File: src/rtl/iter_alu.sv
// iter_alu: iterative ALU. Single-cycle logic/arith/shift ops finish in one
// cycle; MULTU (shift-add) and DIVU (restoring) retire one bit per cycle.
// Build option: define ITER_ALU_DIV_EN to include the divider and DIV state;
// without it, opcode 1100 is reported as an invalid operation.
module iter_alu #(
  parameter int unsigned WIDTH = 32
) (
  input  logic             clk,
  input  logic             rst_n,
  input  logic             start,
  input  logic [3:0]       alu_ctrl,
  input  logic [WIDTH-1:0] arg1,
  input  logic [WIDTH-1:0] arg2,
  output logic             busy,
  output logic             done,
  output logic [WIDTH-1:0] result,
  output logic [WIDTH-1:0] result_hi,
  output logic             zero,
  output logic             err
);

  localparam int unsigned ShW = $clog2(WIDTH);
  localparam logic [ShW-1:0] CntLast = ShW'(WIDTH - 1);

  localparam logic [3:0] OpAddu  = 4'b0000;
  localparam logic [3:0] OpSubu  = 4'b0001;
  localparam logic [3:0] OpAnd   = 4'b0010;
  localparam logic [3:0] OpOr    = 4'b0011;
  localparam logic [3:0] OpSlt   = 4'b0100;
  localparam logic [3:0] OpSltu  = 4'b0101;
  localparam logic [3:0] OpXor   = 4'b0110;
  localparam logic [3:0] OpNor   = 4'b0111;
  localparam logic [3:0] OpSll   = 4'b1000;
  localparam logic [3:0] OpSrl   = 4'b1001;
  localparam logic [3:0] OpSra   = 4'b1010;
  localparam logic [3:0] OpMultu = 4'b1011;
  localparam logic [3:0] OpDivu  = 4'b1100;

  typedef enum logic [1:0] {
    StIdle,
    StMul,
    StDiv
  } state_e;

  state_e           state_q, state_d;
  logic [ShW-1:0]   cnt_q, cnt_d;
  // acc: product high half / partial remainder
  logic [WIDTH-1:0] acc_q, acc_d;
  // lo: multiplier shifting out / dividend shifting out, quotient shifting in
  logic [WIDTH-1:0] lo_q, lo_d;
  // opnd: multiplicand / divisor captured at start
  logic [WIDTH-1:0] opnd_q, opnd_d;
  logic             done_q, done_d;
  logic [WIDTH-1:0] result_q, result_d;
  logic [WIDTH-1:0] result_hi_q, result_hi_d;
  logic             zero_q, zero_d;
  logic             err_q, err_d;

  logic [ShW-1:0]   shamt;
  logic [WIDTH-1:0] sc_res;
  logic [WIDTH-1:0] sc_hi;
  logic             sc_err;

  logic [WIDTH:0]   mul_sum;
  logic [WIDTH-1:0] mul_hi_nxt;
  logic [WIDTH-1:0] mul_lo_nxt;

`ifdef ITER_ALU_DIV_EN
  logic [WIDTH:0]   div_shift;
  logic [WIDTH:0]   div_diff;
  logic             div_ge;
  logic [WIDTH-1:0] div_rem_nxt;
  logic [WIDTH-1:0] div_quo_nxt;
`endif

  assign shamt = arg2[ShW-1:0];

  // Single-cycle results, plus the immediate outcomes of DIVU-by-zero and invalid codes
  always_comb begin
    sc_res = '0;
    sc_hi  = '0;
    sc_err = 1'b0;
    case (alu_ctrl)
      OpAddu:  sc_res = arg1 + arg2;
      OpSubu:  sc_res = arg1 - arg2;
      OpAnd:   sc_res = arg1 & arg2;
      OpOr:    sc_res = arg1 | arg2;
      OpSlt:   sc_res = {{(WIDTH-1){1'b0}}, ($signed(arg1) < $signed(arg2))};
      OpSltu:  sc_res = {{(WIDTH-1){1'b0}}, (arg1 < arg2)};
      OpXor:   sc_res = arg1 ^ arg2;
      OpNor:   sc_res = ~(arg1 | arg2);
      OpSll:   sc_res = arg1 << shamt;
      OpSrl:   sc_res = arg1 >> shamt;
      OpSra:   sc_res = WIDTH'($signed(arg1) >>> shamt);
      OpMultu: sc_res = '0;  // multi-cycle, never retired from here
`ifdef ITER_ALU_DIV_EN
      OpDivu: begin
        // Only reached for a zero divisor; nonzero divisors go to the DIV state
        sc_res = '1;
        sc_hi  = arg1;
        sc_err = 1'b1;
      end
`endif
      default: sc_err = 1'b1;
    endcase
  end

  // Shift-add multiplier step: add multiplicand if the current LSB is set, then shift right
  always_comb begin
    mul_sum    = {1'b0, acc_q} + (lo_q[0] ? {1'b0, opnd_q} : '0);
    mul_hi_nxt = mul_sum[WIDTH:1];
    mul_lo_nxt = {mul_sum[0], lo_q[WIDTH-1:1]};
  end

`ifdef ITER_ALU_DIV_EN
  // Restoring divider step: shift in next dividend bit, subtract if it fits
  always_comb begin
    div_shift   = {acc_q, lo_q[WIDTH-1]};
    div_diff    = div_shift - {1'b0, opnd_q};
    div_ge      = ~div_diff[WIDTH];
    div_rem_nxt = div_ge ? div_diff[WIDTH-1:0] : div_shift[WIDTH-1:0];
    div_quo_nxt = {lo_q[WIDTH-2:0], div_ge};
  end
`endif

  // FSM next-state and datapath/result updates
  always_comb begin
    state_d     = state_q;
    cnt_d       = cnt_q;
    acc_d       = acc_q;
    lo_d        = lo_q;
    opnd_d      = opnd_q;
    done_d      = 1'b0;
    result_d    = result_q;
    result_hi_d = result_hi_q;
    zero_d      = zero_q;
    err_d       = err_q;

    unique case (state_q)
      StIdle: begin
        if (start) begin
          if (alu_ctrl == OpMultu) begin
            state_d = StMul;
            cnt_d   = '0;
            acc_d   = '0;
            lo_d    = arg1;
            opnd_d  = arg2;
`ifdef ITER_ALU_DIV_EN
          end else if (alu_ctrl == OpDivu && arg2 != '0) begin
            state_d = StDiv;
            cnt_d   = '0;
            acc_d   = '0;
            lo_d    = arg1;
            opnd_d  = arg2;
`endif
          end else begin
            done_d      = 1'b1;
            result_d    = sc_res;
            result_hi_d = sc_hi;
            zero_d      = (sc_res == '0);
            err_d       = sc_err;
          end
        end
      end

      StMul: begin
        acc_d = mul_hi_nxt;
        lo_d  = mul_lo_nxt;
        cnt_d = cnt_q + 1'b1;
        if (cnt_q == CntLast) begin
          state_d     = StIdle;
          done_d      = 1'b1;
          result_d    = mul_lo_nxt;
          result_hi_d = mul_hi_nxt;
          zero_d      = (mul_lo_nxt == '0);
          err_d       = 1'b0;
        end
      end

`ifdef ITER_ALU_DIV_EN
      StDiv: begin
        acc_d = div_rem_nxt;
        lo_d  = div_quo_nxt;
        cnt_d = cnt_q + 1'b1;
        if (cnt_q == CntLast) begin
          state_d     = StIdle;
          done_d      = 1'b1;
          result_d    = div_quo_nxt;
          result_hi_d = div_rem_nxt;
          zero_d      = (div_quo_nxt == '0);
          err_d       = 1'b0;
        end
      end
`endif

      default: state_d = StIdle;
    endcase
  end

  // State and result registers; reset aborts any running operation
  always_ff @(posedge clk or negedge rst_n) begin
    if (!rst_n) begin
      state_q     <= StIdle;
      cnt_q       <= '0;
      acc_q       <= '0;
      lo_q        <= '0;
      opnd_q      <= '0;
      done_q      <= 1'b0;
      result_q    <= '0;
      result_hi_q <= '0;
      zero_q      <= 1'b1;
      err_q       <= 1'b0;
    end else begin
      state_q     <= state_d;
      cnt_q       <= cnt_d;
      acc_q       <= acc_d;
      lo_q        <= lo_d;
      opnd_q      <= opnd_d;
      done_q      <= done_d;
      result_q    <= result_d;
      result_hi_q <= result_hi_d;
      zero_q      <= zero_d;
      err_q       <= err_d;
    end
  end

  assign busy      = (state_q != StIdle);
  assign done      = done_q;
  assign result    = result_q;
  assign result_hi = result_hi_q;
  assign zero      = zero_q;
  assign err       = err_q;

endmodule

File: config.mk
export PLATFORM = sky130hd
export DESIGN_NAME = iter_alu
export DESIGN_NICKNAME = d
export VERILOG_FILES = /design/src/rtl/iter_alu.sv
export SDC_FILE = /design/constraint.sdc
export NUM_CORES = 1
export LEC_CHECK = 0
export CAP_MARGIN = 0
export CORE_ASPECT_RATIO = 0.7
export CORE_MARGIN = 2
export CORE_UTILIZATION = 40
export CTS_BUF_LIST = sky130_fd_sc_hd__clkbuf_8
export CTS_CLUSTER_DIAMETER = 60
export DETAILED_ROUTE_END_ITERATION = 16
export PLACE_DENSITY = 0.56
export SYNTH_ARGS = -nofsm -noshare
export SYNTH_HDL_FRONTEND = slang
export SYNTH_SLANG_ARGS = --single-unit
File: constraint.sdc
create_clock -name clk -period 4.6 [get_ports clk]
set_clock_uncertainty 0.1 [all_clocks]
set_input_delay 1.15 -clock clk [delete_from_list [all_inputs] [get_ports clk]]
set_output_delay 1.15 -clock clk [all_outputs]
set_load 0.05 [all_outputs]
-- After elaboration in Yosys (flattened, before gate mapping)
Cells that the tools add are included.
- flip-flop bits (word level): 170
- bits in latches: 0
- memory bits (writable): 0
- ROM bits: 0
- bits of input ports: 71
- word-level logic and storage cells: 87
- memories: 0
- $add $sub $neg: 4
- multipliers: 0
- div/mod/pow operators: 0
- $lt $le $gt $ge: 2
- equal/unequal tests: 17
- shifts and indexed selects: 3
- multiplexer cells: 36
- bitwise gates (word level): 4
- reduce and logical (&&, ||, !) cells: 11
- operator list (cell ; count):
    two-way mux 32 bit ; 11
    one-hot mux 32 bit (11 select lines) ; 1
    one-hot mux 32 bit (2 select lines) ; 4
    zero test 32 bit ; 2
    less-than comparator 32 bit ; 2
    adder 32 x 32 -> 33 bit ; 1
    adder 32 bit ; 1
    bitwise AND 32 bit ; 1
    inverter 32 bit ; 1
    OR 32 bit ; 1
    << shifter 32 x 5 -> 32 bit ; 1
    right shift 32 x 5 -> 32 bit ; 1
    >>> shifter 32 x 5 -> 32 bit ; 1
    subtractor 32 bit ; 1
    XOR 32 bit ; 1
    == test 4 x 3 -> 1 bit (second input constant) ; 4
    == test 4 bit (second input constant) ; 4
    OR reduction 11 bit ; 1
    two-way mux 1 bit ; 10
    two-way mux 5 bit ; 2
    one-hot mux 5 bit (2 select lines) ; 1
    AND reduction 3 bit ; 3
    == test 4 x 2 -> 1 bit (second input constant) ; 2
    != test 2 bit (second input constant) ; 4
    11 further kinds ; 16

-- Logic depth before layout (Yosys ltp)
Gate-level depths: netlist of the first run.
- depth after elaboration: 7
- mapped depth: 17
- depth with buffers taken out: 15

-- Least setup slack after synthesis of the first run
No wires, ideal clock.
- kind: input-to-reg
- from: in arg2[1]
- to: reg zero_q (netlist: zero)
- library setup time: 72 ps
- data arrival time: 4700 ps
- path slack: -272 ps
- stages: 16
- buffers on the path: 4
- cell sequence: buf_2 -> buf_2 -> inv_1 -> buf_2 -> buf_1 -> ha_1 -> nor2_1 -> o221ai_1 -> a2111oi_1 -> a21oi_2 -> o21ai_0 -> nor3_1 -> a2111oi_0 -> nor4bb_1 -> nand4b_1 -> o21ai_1
- cells in the longest elaborated chain, start to end: 7
- elaborated cells on any way between the ends: 16
- those cells by class: add/sub: 2; order compare: 2; shift: 3; mux: 4; bitwise: 4; reduce/logical: 1
- ends and longest elaborated chain (element ; RTL line ; source):
    start: declaration ; 13 ; input logic [WIDTH-1:0] arg2,
    parallel branches: the longest is 2 deep, another holds subtractor 32 bit ; -- ;
    one-hot mux 32 bit (11 select lines) * ; 83 ; case (alu_ctrl)
    zero test 32 bit * ; 160 ; zero_d = (sc_res == '0);
    two-way mux 1 bit * ; 142 ; if (alu_ctrl == OpMultu) begin
    two-way mux 1 bit * ; 141 ; if (start) begin
    one-hot mux 1 bit (2 select lines) * ; 139 ; unique case (state_q)
    end signal: assignment ; 222 ; zero_q <= zero_d;
    end: declaration ; 56 ; logic zero_q, zero_d;
Mark *: on every way between the ends. The select of a mux whose other input is x is not followed.
A chain may end at the register's enable or synchronous reset.

-- Worst setup path in the final report of the first run
- from: in arg1[3]
- to: reg zero_q (netlist: zero)
- cells in the longest elaborated chain, start to end: 7
- elaborated cells on any way between the ends: 16
- those cells by class: add/sub: 2; order compare: 2; shift: 3; mux: 4; bitwise: 4; reduce/logical: 1
- ends and longest elaborated chain (element ; RTL line ; source):
    start: declaration ; 12 ; input logic [WIDTH-1:0] arg1,
    parallel branches: the longest is 2 deep, another holds subtractor 32 bit ; -- ;
    one-hot mux 32 bit (11 select lines) * ; 83 ;
    zero test 32 bit * ; 160 ;
    two-way mux 1 bit * ; 142 ;
    two-way mux 1 bit * ; 141 ;
    one-hot mux 1 bit (2 select lines) * ; 139 ;
Marks and branches as above.

==> results.toml, run 1 <==
[placed_design]
dp_slack_ps = -722.5
place.gp.congestion = 1.118
dp_cells = 3570
dp_hpwl_um = 81950
port_buffers = 138

[critical_path]
crit_slowest_cell = "mux4_2"
arrival_ps = 4920
endpoint_kind = "flip-flop"
crit_path_max_fanout = 5
max_stage_delay_ps = 510
r2r_cells = 14
critPathRequiredTime_ps = 4930
cp-start-kind = "primary input"
r2r-end = "acc_q[30]"
crit_type = "primary input to flip-flop"
rrSetupSlack_ps = 220
worstReg2RegStart = "lo_q[0]"
cp_cell_sequence = "clkdlybuf4s50_1, buf_4, mux4_2, a22oi_1, o22ai_1, a21oi_1, o311a_1, o21ai_1, nor4_2, nand4b_1, nor4b_2, buf_4, nand4_1, o21ai_1"

[synthesis]
avgSynthCellArea_um2 = 7.905
synth_top_cell_area_share_pct = 22.61
async_reset_ff_share_pct = 100.0
synth_ff_type = "dfrtp_1"
synth_seq_area_share_pct = 22.75
synth_largest_area_cell = "dfrtp_1"
syn_area_mm2 = 0.01859
synth_top_cells_by_area = "dfrtp_1 (23%), ha_1 (9.3%), nand2_1 (6.1%), mux2i_1 (4.3%), mux2_2 (4.1%)"
yosysUniqueCellTypes = 103
synthCells = 2352
yosys_warnings = 0
ys_ff_latch = 169
syn_nets = 2564
synth_edf_count = 0

[timing]
slew_violations = 0
fmax_ghz = 0.2178
finalCritPeriodShare_pct = 99.81
period_minus_slack_ps = 4591
rsz0062_at_grt = "yes"
tightest_slew_ps = 910.9
finalHoldViolCount = 0
fin_ws_ps = 8.746
setup_viol = 0
whs_ps = 374.3
slew_headroom_pct = 39.00

[pwr]
vdd_drop_max_v = 0.0003919
p_clk_share_pct = 10.9
p_int_w = 0.005075
power_frac_comb_pct = 64.3
p_seq_share_pct = 24.8
switchingPower_w = 0.004997
power_leakage_nw = 12.11
swShare_pct = 49.61
powerDensity_mw_per_mm2 = 390.1

[route]
drt_iter0_markers = 3061
drtAntennaViolNets = 0
viasPerCell = 6.228
wl_per_cell_um = 27.60
met3WireLength_um = 13150
wl_met2_um = 39140
firstDrtPassIters = 5
drc = 0
met1_length_um = 43890
routed.top_layer = "met5"
vias = 22465
finalWirelength_um = 99550

[floorplan]
die_h_um = 184.4
placement_rows = 66
io_pins = 139
die_x_um = 261.7
start_util_pct = 40.28
core_mm2 = 0.04616
die_area_mm2 = 0.04825

[grt]
grt_max_degree = 116
grt_pass1_wl_um = 143200
grt_antenna_before_repair = 6
grt_pass1_vias = 21065
grt_overflow = 0
grt_usage_pct = 40.75

[clock_network]
insertion_delay_ps = 500
cts.sinks = 169
tritoncts = "built"
h-tree-depth = 4
clkTransAtPathRegs_ps = 100
cts.path.max_buffers = 2
cts_buffers = 17
clock-root-buffer = "clkbuf_8"
cts_hold_buf = 0

[final_layout]
layout.nets = 3191
final_cell_mix = "buf_4 (621), nand2_1 (304), nor2_1 (197), dfrtp_1 (166), a21oi_1 (140)"
layoutNonFillerInstCount = 3607
syn_to_final_growth_pct = 38.88
drive_above_1_share_pct = 28.98
final_common_cell = "buf_4"
final_util_pct = 55.94

[min_path]
hold_class = "flip-flop to flip-flop"
hold_start = "result[24]"
hold_end = "result[24]"
holdPathStages = 2

[run]
drv_cap = 0

[outcome]
outcome = "finished clean"
## sequential cells by signal (all words and copies together) (netlist names)
| name | flops |
|---|---|
| cnt_q | 5 |
| acc_q | 32 |
| result_hi | 32 |
| zero | 1 |
| opnd_q | 32 |
| lo_q | 32 |
| err | 1 |
| state_q | 1 |
| result | 32 |
| done | 1 |
## timing repair
item	CTS	global route
buffers inserted	2	0
pin swaps	3	11
gates resized for setup	7	39
setup endpoints to repair	4	11
## cells by family after synthesis
kind of cell	Yosys count	synth area share, %
adder cells (fa/ha/maj)	141	9.610
flip-flops	169	22.75
multiplexers	175	11.74
XOR/XNOR	44	2.073
AND/OR/NAND/NOR	780	19.48
buffers and inverters	288	6.279
AO/OA/AOI/OAI	755	28.07
## critical path, delay by kind of cell
| family | cells | cell delay (ps) |
|---|---|---|
| AOI/OAI and AO/OA | 6 | 1350 |
| and+or+nand+nor | 4 | 980 |
| buffers and inverters | 3 | 890 |
| muxes | 1 | 510 |
## per-layer routing
metal,vias up,track usage [%]
met5,-,0
met4,4,11.86
met3,194,13.46
met2,1379,56.11
met1,10938,59.49
li1,9950,-
## per-stage QoR
step / instance area [µm²] / total power [W] / TNS (ps)
5_1_grt: 25810 / 0.01065 / -62.35
2_1_floorplan: 18610 / 0.006275 / 0
4_1_cts: 25650 / 0.009912 / 0
3_5_place_dp: 25220 / 0.008791 / -8668
6_report: 25820 / 0.01007 / 0
3_3_place_gp: 25220 / 0.008612 / -7347
## power by group through the flow
stage               registers [W]  logic (W)  clock network [W]
floorplan                 0.00318    0.00310                  0
global placement          0.00249    0.00613                  0
detailed placement        0.00252    0.00628                  0
CTS                       0.00249    0.00630            0.00112
global route              0.00256    0.00691            0.00117
finish                    0.00250    0.00648            0.00110
## synth_stat cells (all sizes together) (9+ instances only)
master,n
clkbuf,114
and2,45
o31ai,25
and3,12
a21oi,144
nand2,305
xor2,9
buf,63
nand3,38
ha,138
nor2b,22
mux4,26
a22oi,13
a211oi,49
inv,108
dfrtp,168
nor4,18
o211ai,45
nor2,200
a221oi,25
a21o,46
or2,16
nand2b,28
a211o,9
o21a,9
mux2i,79
o221ai,18
o21bai,18
nand4,19
o22ai,30
nor3,35
o21ai,140
a2111oi,11
a31oi,50
mux2,70
a221o,15
xnor2,35
a22o,26
## cell type report
cell class	instances	area, µm²
Fill cell	4383	20340
Multi-Input combinational cell	1895	13440
Timing Repair Buffer	785	6566
Sequential cell	169	4233
Tap cell	612	765.7
Inverter	111	417.9
Clock buffer	17	234.0
Clock inverter	15	155.1
Antenna cell	3	7.507
## worst max path at each step
stage          cells past startpoint  slack (ps)   endpoint     from
2_1_floorplan                     17          10       zero  arg2[1]
3_3_place_gp                      17        -690  result[0]  arg1[0]
3_5_place_dp                      18        -720       zero  arg1[0]
4_1_cts                           17          20       zero  arg2[6]
5_1_grt                           14         -60       zero  arg1[2]
6_report                          14           9       zero  arg1[3]
Power figures use the tool's default switching activity.
==> run 2: changes to the inputs <==
Settings changed: ABC_AREA from default to 0, CORE_ASPECT_RATIO 0.7 to default.
==> run 2 against run 1 <==
Compared with the run above: worst setup slack gained 53 ps; wire length down 1.6%; final area about the same; via count decreased by 0.74%; register-to-register slack gained 150 ps; global-route usage fell by 0.55 points; critical path depth is 1 higher; utilization is 0.58 points higher; fmax rose by 1.2%; sequential cell count unchanged; critical path type unchanged; critical endpoint unchanged.
==> results.toml, run 2 (synthesis results as in run 1) <==
[timing]
period_minus_slack_ps = 4538
fmax_ghz = 0.2204
whs_ps = 389.4
finalCritPeriodShare_pct = 98.65
finalHoldViolCount = 0
tns_ps = 0
tightest_slew_ps = 1006
rsz0062_at_grt = "yes"
slew_violations = 0
slew_headroom_pct = 32.93
setup_viol = 0

[clock_network]
cts.sinks = 169
clock-root-buffer = "clkbuf_8"
h-tree-depth = 4
insertion_delay_ps = 550
tritoncts = "built"
clkTransAtPathRegs_ps = 110
cts_buffers = 17
cts.path.max_buffers = 2

[critical_path]
crit_path_max_fanout = 10
arrival_ps = 4920
cp-start-kind = "primary input"
crit_type = "primary input to flip-flop"
endpoint_kind = "flip-flop"
cpMostUsedCell = "buf_4"
cp_cell_sequence = "clkdlybuf4s50_1, buf_4, mux2i_1, buf_4, mux2i_1, mux4_2, a21oi_1, o311a_1, o21ai_0, nor4_2, nand4b_1, nor4b_2, buf_4, nand4_1, o21ai_1"
max_stage_delay_ps = 520
crit_slowest_cell = "mux4_2"
crit_start = "arg1[6]"
critPathRequiredTime_ps = 4980
crit_buf_inv = 4
worstReg2RegStart = "lo_q[0]"
crit_family = "buffers and inverters"

[outcome]
outcome = "finished clean"

[grt]
grt_util_met2_pct = 60.36
grt_pass1_wl_um = 141000
grt_max_degree = 116
grtUsageMet1_pct = 56.28
grt_pass1_vias = 21253
grtUsageMet3_pct = 7.205
grt_overflow = 0
grt_antenna_before_repair = 3
grt_busiest_layer = "met2"
grt_usage_pct = 40.20

[final_layout]
final_cell_mix = "buf_4 (646), nand2_1 (304), nor2_1 (197), dfrtp_1 (167), a21oi_1 (139)"
drive_above_1_share_pct = 29.04
layout.nets = 3209
final_util_pct = 56.51
final_common_cell = "buf_4"
syn_to_final_growth_pct = 38.82

[route]
wl_per_cell_um = 27.14
vias = 22299
finalWirelength_um = 97990
viasPerCell = 6.175
drt_iter0_markers = 3001
drc = 0
firstDrtPassIters = 6
drtAntennaViolNets = 0

[floorplan]
die_h_um = 219.6
core_mm2 = 0.04567
start_util_pct = 40.71
io_pins = 139
placement_rows = 78
die_x_um = 219.6
die_area_mm2 = 0.04822

[placed_design]
dp_hpwl_um = 80690
port_buffers = 138
place.gp.congestion = 1.100

[min_path]
hold_class = "flip-flop to flip-flop"
hold_start = "result[6]"

[pwr]
vdd_drop_max_v = 0.0004539
total_power_w = 0.01002
powerDensity_mw_per_mm2 = 388.1
power_leakage_nw = 12.18

[run]
drv_cap = 0
[run 2: changes by cell type in the layout (fill, tap and decap cells not counted), sizes merged]
cell           delta
clkinv            -1
bufinv            +1
clkdlybuf4s50     +1
dlygate4sd2       -1
dlymetal6s2s      +1
clkbuf            -1
diode             -2
buf              +18
[run 2: area by class of cell]
type	count	area [µm²]
diodes	1	2.502
clock buffers	17	234.0
clock inverters	15	182.7
fillers	4328	19860
inverters	111	417.9
multi-input cells	1895	13370
flip-flops and latches	169	4232
well taps	600	750.7
repair buffers	803	6623
[run 2: what timing repair did]
action / in CTS / in global routing
hold buffers: 0 / 0
resized for setup: 0 / 30
setup endpoints to repair: 0 / 11
setup buffers: 0 / 2
[run 2: worst reg2reg max path, delay by kind of cell (launching register included)]
family	cells	cell delay, ps
buf+inv	1	160
compound gates	10	2150
simple gates	2	530
fa+ha+maj	2	770
flops	1	410
[run 2: worst paths after layout]
| path | to | slack [ps] | depth (start not counted) |
|---|---|---|---|
| setup / recovery | zero | 60 | 15 |
| hold reg to reg | result[6] | 390 | 2 |
| hold / removal | result[6] | 390 | 2 |
| setup reg to reg | acc_q[29] | 370 | 15 |
| min in group asynchronous | result[5] | 570 | 1 |
| max in group asynchronous | opnd_q[10] | 2790 | 2 |
[run 2: power by group]
part	leakage [nW]	switching (W)	internal (W)
clock	0.211	0.000697	0.000459
sequential	2.05	0.000377	0.00209
combinational	9.92	0.00383	0.00257
total	12.2	0.00490	0.00512
[run 2: per-layer routing]
layer	vias up	routed length, µm
met5	-	0
met4	0	4913
met3	206	9647
met2	1247	41590
met1	10879	41840
li1	9967	-
[run 2: stage by stage]
stage | cell area, µm² | worst slack [ps] | cells
final | 25810 | 61.89 | 3611
after global routing | 25810 | -42.73 | 3610
after CTS | 25670 | 18.40 | 3608
after detailed placement | 25250 | -568.6 | 3576
after global placement | 25250 | -578.9 | 3576
after floorplan | 18610 | 11.89 | 2352
